===== src/rtl/mux_sel_arbiter.sv =====
// rtl/mux_sel_arbiter.sv - two-source burst-limited arbiter driving a 2:1 mux select
module mux_sel_arbiter #(
  parameter int MAX_BURST = 4
) (
  input  logic       clk,
  input  logic       rst,
  input  logic       req_0,
  input  logic       req_1,
  output logic       sel,
  output logic       gnt_0,
  output logic       gnt_1,
  output logic       busy,
  output logic [3:0] burst_cnt
);

  typedef enum logic [1:0] {
    IDLE   = 2'd0,
    GRANT0 = 2'd1,
    GRANT1 = 2'd2
  } state_t;

  // Count value at which the current owner has used its full burst allowance.
  localparam logic [3:0] BURST_LAST = 4'(MAX_BURST - 1);

  state_t state;
  logic   last;   // most recently granted source; breaks ties in IDLE

  // Arbitration FSM; every output is a register so nothing depends combinationally on req_*.
  always_ff @(posedge clk) begin
    if (rst) begin
      state     <= IDLE;
      last      <= 1'b1;
      sel       <= 1'b0;
      gnt_0     <= 1'b0;
      gnt_1     <= 1'b0;
      busy      <= 1'b0;
      burst_cnt <= 4'd0;
    end else begin
      case (state)
        IDLE: begin
          // Source 0 wins a tie only when source 1 was served last.
          if (req_0 && (!req_1 || last)) begin
            state     <= GRANT0;
            last      <= 1'b0;
            sel       <= 1'b0;
            gnt_0     <= 1'b1;
            gnt_1     <= 1'b0;
            busy      <= 1'b1;
            burst_cnt <= 4'd0;
          end else if (req_1) begin
            state     <= GRANT1;
            last      <= 1'b1;
            sel       <= 1'b1;
            gnt_0     <= 1'b0;
            gnt_1     <= 1'b1;
            busy      <= 1'b1;
            burst_cnt <= 4'd0;
          end else begin
            burst_cnt <= 4'd0;
          end
        end

        GRANT0: begin
          if ((!req_0 || (burst_cnt == BURST_LAST)) && req_1) begin
            // Owner released or exhausted its burst with the other side waiting: hand over directly.
            state     <= GRANT1;
            last      <= 1'b1;
            sel       <= 1'b1;
            gnt_0     <= 1'b0;
            gnt_1     <= 1'b1;
            busy      <= 1'b1;
            burst_cnt <= 4'd0;
          end else if (!req_0) begin
            // Released with nobody waiting; sel keeps its value while idle.
            state     <= IDLE;
            gnt_0     <= 1'b0;
            gnt_1     <= 1'b0;
            busy      <= 1'b0;
            burst_cnt <= 4'd0;
          end else if (burst_cnt == BURST_LAST) begin
            burst_cnt <= 4'd0;
          end else begin
            burst_cnt <= burst_cnt + 4'd1;
          end
        end

        GRANT1: begin
          if ((!req_1 || (burst_cnt == BURST_LAST)) && req_0) begin
            state     <= GRANT0;
            last      <= 1'b0;
            sel       <= 1'b0;
            gnt_0     <= 1'b1;
            gnt_1     <= 1'b0;
            busy      <= 1'b1;
            burst_cnt <= 4'd0;
          end else if (!req_1) begin
            state     <= IDLE;
            gnt_0     <= 1'b0;
            gnt_1     <= 1'b0;
            busy      <= 1'b0;
            burst_cnt <= 4'd0;
          end else if (burst_cnt == BURST_LAST) begin
            burst_cnt <= 4'd0;
          end else begin
            burst_cnt <= burst_cnt + 4'd1;
          end
        end

        default: begin
          state     <= IDLE;
          gnt_0     <= 1'b0;
          gnt_1     <= 1'b0;
          busy      <= 1'b0;
          burst_cnt <= 4'd0;
        end
      endcase
    end
  end

endmodule


===== config.mk =====
export PLATFORM = sky130hd
export DESIGN_NAME = mux_sel_arbiter
export DESIGN_NICKNAME = d
export VERILOG_FILES = /design/src/rtl/mux_sel_arbiter.sv
export SDC_FILE = /design/constraint.sdc
export NUM_CORES = 1
export LEC_CHECK = 0
export ABC_AREA = 1
export BUFFER_PORTS_ARGS = -buffer_cell sky130_fd_sc_hd__buf_2
export CORE_MARGIN = 10
export CORE_UTILIZATION = 25
export DETAILED_ROUTE_END_ITERATION = 16
export GPL_TIMING_DRIVEN = 0
export PLACE_DENSITY_LB_ADDON = 0.12
export SYNTH_ARGS = -nofsm -noshare
export SYNTH_HDL_FRONTEND = slang
export SYNTH_SLANG_ARGS = --single-unit

===== constraint.sdc =====
create_clock -name clk -period 1.6 [get_ports clk]
set_clock_uncertainty 0.05 [all_clocks]
set_input_delay 0.24 -clock clk [delete_from_list [all_inputs] [get_ports clk]]
set_output_delay 0.24 -clock clk [all_outputs]
set_load 0.03 [all_outputs]

==> reports/metrics.yaml <==
route:
  first_pass_iters: 4
  drt_iter0_drc: 19
  routedWlPerCell_um: 10.3
  vias: 631
  ant_nets: 0
  via_per_inst: 4.29
  drc: 0
  drt-total-wl_um: 1520
layout:
  drive_gt1_share_pct: 28.4
  nets: 127
  antennaDiodeCount: 0
  areaGrowthSynthToFinish_pct: 19.0
setup_path:
  crit_arrival_ns: 1.58
  rr_startpoint: "state[1]$_SDFFE_PP0P_"
  end_kind: "flip-flop"
  required_ns: 1.71
  cp-startpoint: "state[1]$_SDFFE_PP0P_"
  crit_fanout: 9
  start_kind: "flip-flop"
  critPathKind: "reg -> reg"
clocking:
  cts_made_buffers: 3
  htree_num_levels: 1
  root_buffer: "clkbuf_4"
  cts_tree: "built"
  clkLatencyLatePin_ns: 0.26
  cts_setup_buffers: 0
  cts_buffer_depth: 2
  clkTransAtPathRegs_ns: 0.07
  cts.sinks: 11
  postCtsHoldBufs: 0
floorplanning:
  die_w_um: 73.3
  initial_utilization_pct: 26.0
  io_pins: 12
  die_h_um: 73.3
  fp.coreArea_mm2: 0.00273
  dieArea_mm2: 0.00538
  rows: 19
power_and_ir_drop:
  combPwrFrac_pct: 55.2
  switching_share_pct: 47.2
  p_int_mw: 0.697
  power.density_mw_per_mm2: 1560
  p_leak_nw: 0.423
  switching_power_mw: 0.625
  irDropWorstVdd_uv: 756
  pwr-share-seq_pct: 30.8
  clockPowerShare_pct: 14.0
  total_power_mw: 1.32
sta:
  rsz0062_at_grt: "no"
  max_freq_mhz: 680
  hold_viol: 0
  slew_headroom_pct: 87.6
  finalSetupViolCount: 0
  hold_ws_ns: 0.118
  drv_slew: 0
  min_period_over_period_pct: 91.9
  fin_setup_tns_ns: 0
  worstMarginPinSlew_ns: 0.186
  period_needed_ns: 1.47
place:
  gp_congestion: 0.745
  dp_hpwl_um: 1320
  portBuffers: 11
global_routing:
  grt_use_total_pct: 6.16
  grt_max_degree: 10
  grt_pass1_wl_um: 2690
  grt_overflow: 0
  grt_antenna_before_repair: 0
  grt_pass1_vias: 629
logic_synthesis:
  ys_seq_elements: 11
  avgSynthCellArea_um2: 7.04
  synth_nets: 111
  yosysWarnings: 0
  syn_inst: 101
  synthesis.area_um2: 711
  ys_types: 20
  ys_seq_area_share_pct: 31.0
run_status:
  status: "finished clean"
flow_run:
  drv_cap: 0
min_path:
  hold_class: "in -> reg"
  min_from: "rst"
[layer usage]
| metal | GRT usage [%] | part of all wire [%] |
|---|---|---|
| met5 | 0 | 0 |
| met4 | 1.24 | 0.59 |
| met3 | 3.23 | 6.9 |
| met2 | 10.2 | 47 |
| met1 | 6.86 | 46 |
[power by group through the flow]
stage,registers [mW],logic [mW],clock network (mW)
after floorplan,0.498,0.477,0
after global placement,0.409,0.723,0
after detailed placement,0.412,0.729,0
after CTS,0.407,0.733,0.195
after global routing,0.421,0.838,0.220
final,0.407,0.729,0.185
[layout by cell type (no fill, tap or decap), types with 2 or more instances in the layout]
cell type  Yosys  layout
ha_1           6       6
nand2_2        3       3
nand3_2        2       2
inv_1         16      16
o21ai_2        3       3
buf_2          0      11
nor2_2         4       5
dfxtp_1       11      10
clkbuf_4       0       3
nor2_1        16      15
nand2_1       23      23
nand3_1        7       7
[cells by family (layout without fill, tap and decap cells)]
logic type | Yosys count | in the layout | share of synthesized area [%]
and+or+nand+nor | 58 | 58 | 39.4
adders and majority gates | 6 | 6 | 10.6
xor gates and xnor gates | 2 | 2 | 2.47
AOI/OAI and AO/OA | 7 | 7 | 7.57
DFF | 11 | 11 | 31.0
buffers and inverters | 17 | 32 | 8.98
[cell usage after synthesis]
cell type / n / share of area [%]
nand2_2: 3 / 2.6
a21oi_2: 1 / 1.2
o22ai_1: 1 / 0.88
nand3_1: 7 / 4.9
xor2_1: 1 / 1.2
nand2_1: 23 / 12
nor2_2: 4 / 3.5
o21ai_0: 1 / 0.70
o21ai_2: 3 / 3.7
ha_1: 6 / 11
inv_2: 1 / 0.53
nor3_1: 1 / 0.70
nand4_2: 1 / 1.8
xnor2_1: 1 / 1.2
nand3_4: 1 / 2.5
dfxtp_1: 11 / 31
nand3_2: 2 / 2.8
o21bai_1: 1 / 1.1
inv_1: 16 / 8.5
nor2_1: 16 / 8.5
[what timing repair did]
item	CTS	global route
gates resized for setup	0	4
setup endpoints to repair	0	7
hold endpoints to repair	0	0
[final timing paths]
kind	cells after the start	slack (ns)	endpoint
worst max register to register	8	0.13	gnt_0$_SDFFE_PP0P_
worst min-delay path	2	0.12	sel$_SDFFE_PP0P_
worst max-delay path	8	0.13	gnt_0$_SDFFE_PP0P_
worst min register to register	1	0.42	burst_cnt[0]$_SDFF_PP0_
[metrics by stage]
step | util (%) | cells | worst slack (ns) | area, um^2
2_1_floorplan | - | 101 | 0.0949 | 711
3_3_place_gp | 29.4 | 143 | 0.137 | 805
3_5_place_dp | 29.4 | 143 | 0.0853 | 805
4_1_cts | 30.4 | 147 | 0.0794 | 831
5_1_grt | 30.9 | 147 | 0.00458 | 846
6_report | 30.9 | 147 | 0.130 | 846
[registers in the layout, indices dropped and copies added, names as in the netlist]
name	count
gnt_1	1
sel	1
last	1
busy	1
gnt_0	1
state	2
burst_cnt	4
[cell type report]
cell class                 instances  area (um^2)
multi-input combinational         73          440
fill                             297         1890
clock buffer                       4         26.3
timing repair buffer              11         55.1
tap                               31         38.8
inverter                          17         63.8
sequential                        11          221
[critical path, stage by stage (launching register included)]
cell	delay [ns]
dfxtp_1	0.38
inv_1	0.10
ha_1	0.20
inv_1	0.14
nor3_4	0.05
inv_1	0.11
nand3_4	0.14
nor2_1	0.15
nor2_2	0.05
Note: power is estimated with default switching activity, not from simulation.
